===== config.mk =====
export PLATFORM = sky130hd
export DESIGN_NAME = ctrl_opcode_encoder
export DESIGN_NICKNAME = d
export VERILOG_FILES = /design/src/rtl/ctrl_opcode_encoder.sv
export SDC_FILE = /design/constraint.sdc
export NUM_CORES = 1
export LEC_CHECK = 0
export CORE_UTILIZATION = 49
export CTS_CLUSTER_SIZE = 14
export DETAILED_ROUTE_END_ITERATION = 16
export GPL_TIMING_DRIVEN = 0
export PLACE_DENSITY_LB_ADDON = 0.1
export SLEW_MARGIN = 25
export SYNTH_ARGS = -nofsm -noshare
export SYNTH_HDL_FRONTEND = slang
export SYNTH_SLANG_ARGS = --single-unit
export TNS_END_PERCENT = 1

===== constraint.sdc =====
create_clock -name clk -period 3.1 [get_ports clk]
set_input_delay 0.775 -clock clk [delete_from_list [all_inputs] [get_ports clk]]
set_output_delay 0.775 -clock clk [all_outputs]
set_load 0.1 [all_outputs]

===== src/rtl/ctrl_opcode_encoder.sv =====
`default_nettype none
// ============================================================================
//  Module      : ctrl_opcode_encoder
//  Description : Re-encodes a 7-bit control bundle into the 3-bit main-decoder
//                opcode, buffers legal opcodes in a valid/ready FIFO and counts
//                illegal bundles.
//  Revision    : 1.0 - initial release
// ============================================================================
module ctrl_opcode_encoder #(
  parameter int DEPTH = 4,
  parameter int CNT_W = 8
) (
  input  logic                     clk,
  input  logic                     rst,
  input  logic                     in_valid,
  output logic                     in_ready,
  input  logic [6:0]               in_ctrl,
  output logic                     out_valid,
  input  logic                     out_ready,
  output logic [2:0]               out_op,
  output logic                     err,
  output logic [CNT_W-1:0]         err_count,
  output logic [$clog2(DEPTH):0]   level
);

  localparam int ADDR_W = $clog2(DEPTH);
  localparam int LVL_W  = ADDR_W + 1;

  localparam logic [6:0] c_CTRL_RTYPE = 7'b1100000;
  localparam logic [6:0] c_CTRL_LW    = 7'b0111100;
  localparam logic [6:0] c_CTRL_SW    = 7'b0011010;
  localparam logic [6:0] c_CTRL_BEQ   = 7'b0000001;

  localparam logic [2:0] c_OP_RTYPE = 3'b000;
  localparam logic [2:0] c_OP_LW    = 3'b100;
  localparam logic [2:0] c_OP_SW    = 3'b010;
  localparam logic [2:0] c_OP_BEQ   = 3'b110;

  logic [2:0]        r_mem [DEPTH];
  logic [ADDR_W-1:0] r_wr_ptr;
  logic [ADDR_W-1:0] r_rd_ptr;
  logic [LVL_W-1:0]  r_level;
  logic              r_err;
  logic [CNT_W-1:0]  r_err_count;

  logic       w_legal;
  logic [2:0] w_op;
  logic       w_accept;
  logic       w_push;
  logic       w_pop;
  logic       w_illegal;

  // Exact-match encode; anything outside the four bundles is illegal.
  always_comb begin
    w_legal = 1'b1;
    w_op    = c_OP_RTYPE;
    case (in_ctrl)
      c_CTRL_RTYPE: w_op = c_OP_RTYPE;
      c_CTRL_LW:    w_op = c_OP_LW;
      c_CTRL_SW:    w_op = c_OP_SW;
      c_CTRL_BEQ:   w_op = c_OP_BEQ;
      default:      w_legal = 1'b0;
    endcase
  end

  assign in_ready  = (r_level != LVL_W'(DEPTH));
  assign out_valid = (r_level != '0);
  assign out_op    = out_valid ? r_mem[r_rd_ptr] : 3'b000;
  assign level     = r_level;
  assign err       = r_err;
  assign err_count = r_err_count;

  assign w_accept  = in_valid && in_ready;
  assign w_push    = w_accept && w_legal;
  assign w_illegal = w_accept && !w_legal;
  assign w_pop     = out_valid && out_ready;

  // Storage needs no reset: out_op is masked whenever the FIFO is empty.
  always_ff @(posedge clk) begin
    if (w_push) begin
      r_mem[r_wr_ptr] <= w_op;
    end
  end

  always_ff @(posedge clk or posedge rst) begin
    if (rst) begin
      r_wr_ptr <= '0;
      r_rd_ptr <= '0;
      r_level  <= '0;
    end else begin
      if (w_push) begin
        r_wr_ptr <= r_wr_ptr + ADDR_W'(1);
      end
      if (w_pop) begin
        r_rd_ptr <= r_rd_ptr + ADDR_W'(1);
      end
      case ({w_push, w_pop})
        2'b10:   r_level <= r_level + LVL_W'(1);
        2'b01:   r_level <= r_level - LVL_W'(1);
        default: r_level <= r_level;
      endcase
    end
  end

  always_ff @(posedge clk or posedge rst) begin
    if (rst) begin
      r_err       <= 1'b0;
      r_err_count <= '0;
    end else begin
      r_err <= w_illegal;
      if (w_illegal && (r_err_count != {CNT_W{1'b1}})) begin
        r_err_count <= r_err_count + CNT_W'(1);
      end
    end
  end

endmodule
`default_nettype wire


==> results.json <==
{
  "clock_path_buffers": 2,
  "grt_first_pass_wirelength_um": 3420,
  "period_minus_slack_ns": 3.01,
  "drv_slew": 0,
  "dp_hpwl_um": 1530,
  "ys_ff_latch": 24,
  "clkSlewWorstSetupHoldPaths_ns": 0.13,
  "timing.hold.ws_ns": 0.502,
  "final_cell_mix": "23 x clkdlybuf4s50_1, 15 x dfrtp_1, 8 x edfxtp_1",
  "hold_path_depth": 1,
  "drtAntennaViolNets": 0,
  "io_pins": 28,
  "area_delta_synth_final_pct": 29.4,
  "via_count": 807,
  "final_common_cell": "clkdlybuf4s50_1",
  "reg2reg_depth": 10,
  "route.detailed.drc": 0,
  "num_antenna_cells": 0,
  "die_y_um": 52,
  "rsz0062_at_grt": "true",
  "drtPass1Iterations": 3,
  "critPathRequiredTime_ns": 3.32,
  "endpoint_kind": "flop",
  "r2r_end": "level[2]",
  "crit_fanout": 7,
  "critical_path_arrival_ns": 3.23,
  "worst_slew_pin_slew_ns": 0.966,
  "grt_pass1_vias": 764,
  "drive_gt1_share_pct": 17.1,
  "netlist_area_um2": 1220,
  "drtIter0Drc": 5,
  "status": "finished, final reports clean",
  "r2r_start": "level[0]",
  "dieWidth_um": 52,
  "max_freq_mhz": 332,
  "synth_flop_cell": "dfrtp_1",
  "core_area_um2": 2280,
  "clock-sinks": 24,
  "fin_crit_sh_pct": 97.1,
  "syn_nets": 116,
  "synth_edf_count": 8,
  "hold_end": "level[2]",
  "placed_area_um2": 1530,
  "ctsHoldBuffers": 0,
  "fin_area_um2": 1590,
  "avgSynthCellArea_um2": 12.5,
  "io_buffers": 26,
  "routed_wl_um": 2100,
  "rrSetupSlack_ns": 0.64,
  "avgViaCountPerCell": 5.14,
  "ys_types": 34,
  "die_area_um2": 2700,
  "min_from": "level[2]",
  "clock-root-buffer": "clkbuf_4",
  "ys_warn_count": 0,
  "finalHoldViolCount": 0,
  "grt_max_degree": 17,
  "ys_async_sr_fraction_pct": 66.7,
  "clkLatencyLatePin_ns": 0.32,
  "antenna_found_initial": 0,
  "crit_type": "in -> reg",
  "grt_overflow": 0,
  "netlist_instances": 98,
  "setup_viol": 0,
  "cts_tree": "built",
  "fin_skew_ns": 0.00423,
  "wl_per_cell_um": 13.3,
  "grt_use_total_pct": 17.9,
  "worst_setup_path_start_kind": "input port",
  "worst_hold_path_type": "reg -> reg",
  "globalplace.congestion": 0.779,
  "max-cap-violations": 0,
  "htree_levels": 1,
  "nets": 148,
  "cts_made_buffers": 3,
  "initial_core_util_pct": 53.8,
  "slew_headroom_pct": 35.4,
  "row_count": 17,
  "yosysSeqAreaShare_pct": 52.3
}
[flip-flops by register name, summed over array words and instances, names as in the netlist]
name,flops
err_count,8
r_mem,8
level,3
r_rd_ptr,2
r_wr_ptr,2
err,1
[area by class of cell]
class	count	area, um2
multi-input combinational	66	571
clock buffer	4	36.3
sequential	24	642
timing repair buffer	27	268
fill	176	691
buffer	1	7.51
tap	28	35.0
inverter	7	26.3
[layer usage]
metal  GRT usage [%]  vias to the layer above  wire [um]
li1                -                      403          -
met4            10.8                        0         53
met5               0                        -          0
met2            28.0                       25       1010
met3            2.63                        5         94
met1            23.3                      374        935
[worst max-delay path by stage]
| stage | slack [ns] | end | start | cells after the start |
|---|---|---|---|---|
| floorplan | 0.10 | level[2] | level[0] | 10 |
| global placement | -0.35 | level[2] | in_ctrl[3] | 12 |
| detailed placement | -0.42 | level[2] | in_ctrl[3] | 12 |
| CTS | 0.008 | level[2] | in_ctrl[3] | 12 |
| global route | -0.03 | level[2] | in_ctrl[4] | 12 |
| finish | 0.09 | level[2] | in_ctrl[1] | 12 |
[synthesized netlist by cell type (all sizes together), types with 2 or more instances]
library cell   n  area share (%)
dfrtp         16              33
edfxtp         8              20
and2           7             3.6
inv            7             2.1
ha             6             6.1
nand2          6             1.8
xnor2          6             4.3
xor2           6             4.3
mux2           3             2.8
nor2           3            0.92
a21oi          2             1.1
and3           2             1.0
mux4           2             3.7
nand3          2            0.82
nand4b         2             1.4
nor3           2            0.82
nor4           2             1.5
or3            2             1.0
or3b           2             1.4
or4b           2             1.9
[worst max-delay path, cell delays in order]
cell and delay [ns]:
clkdlybuf4s50_1 0.44, or4b_4 0.58, a21oi_4 0.21, or2_4 0.17, and2b_4 0.20, inv_1 0.05, ha_1 0.22, inv_1 0.07
fa_1 0.17, xor2_1 0.14, nor2_1 0.06, xor2_1 0.14
[cells by family after synthesis]
kind of cell | after synthesis | synth area share (%)
buffers and inverters | 8 | 2.76
muxes | 6 | 7.25
DFF | 24 | 52.3
AOI/OAI and AO/OA | 4 | 2.35
other | 1 | 0.306
and+or+nand+nor | 36 | 18.7
xor gates and xnor gates | 12 | 8.58
adders and majority gates | 7 | 7.76
[what timing repair did]
action	4_1_cts	5_1_grt
resized for setup	3	3
setup buffers	0	1
pin swaps	0	3
hold endpoints to repair	0	0
endpoints found under the setup margin	4	3
[stage by stage]
step	setup slack (ns)	util, %	TNS (ns)	cells
final	0.0908	69.7	0	157
after global placement	-0.350	67.1	-0.673	152
after global routing	-0.0345	69.7	-0.0345	157
after floorplan	0.103	-	0	98
after detailed placement	-0.422	67.1	-0.903	152
after CTS	0.00755	68.9	0	156
Power is left out: the tool's default activity adds up to more than one toggle a clock period on the data nets, which glitch-free logic cannot reach.
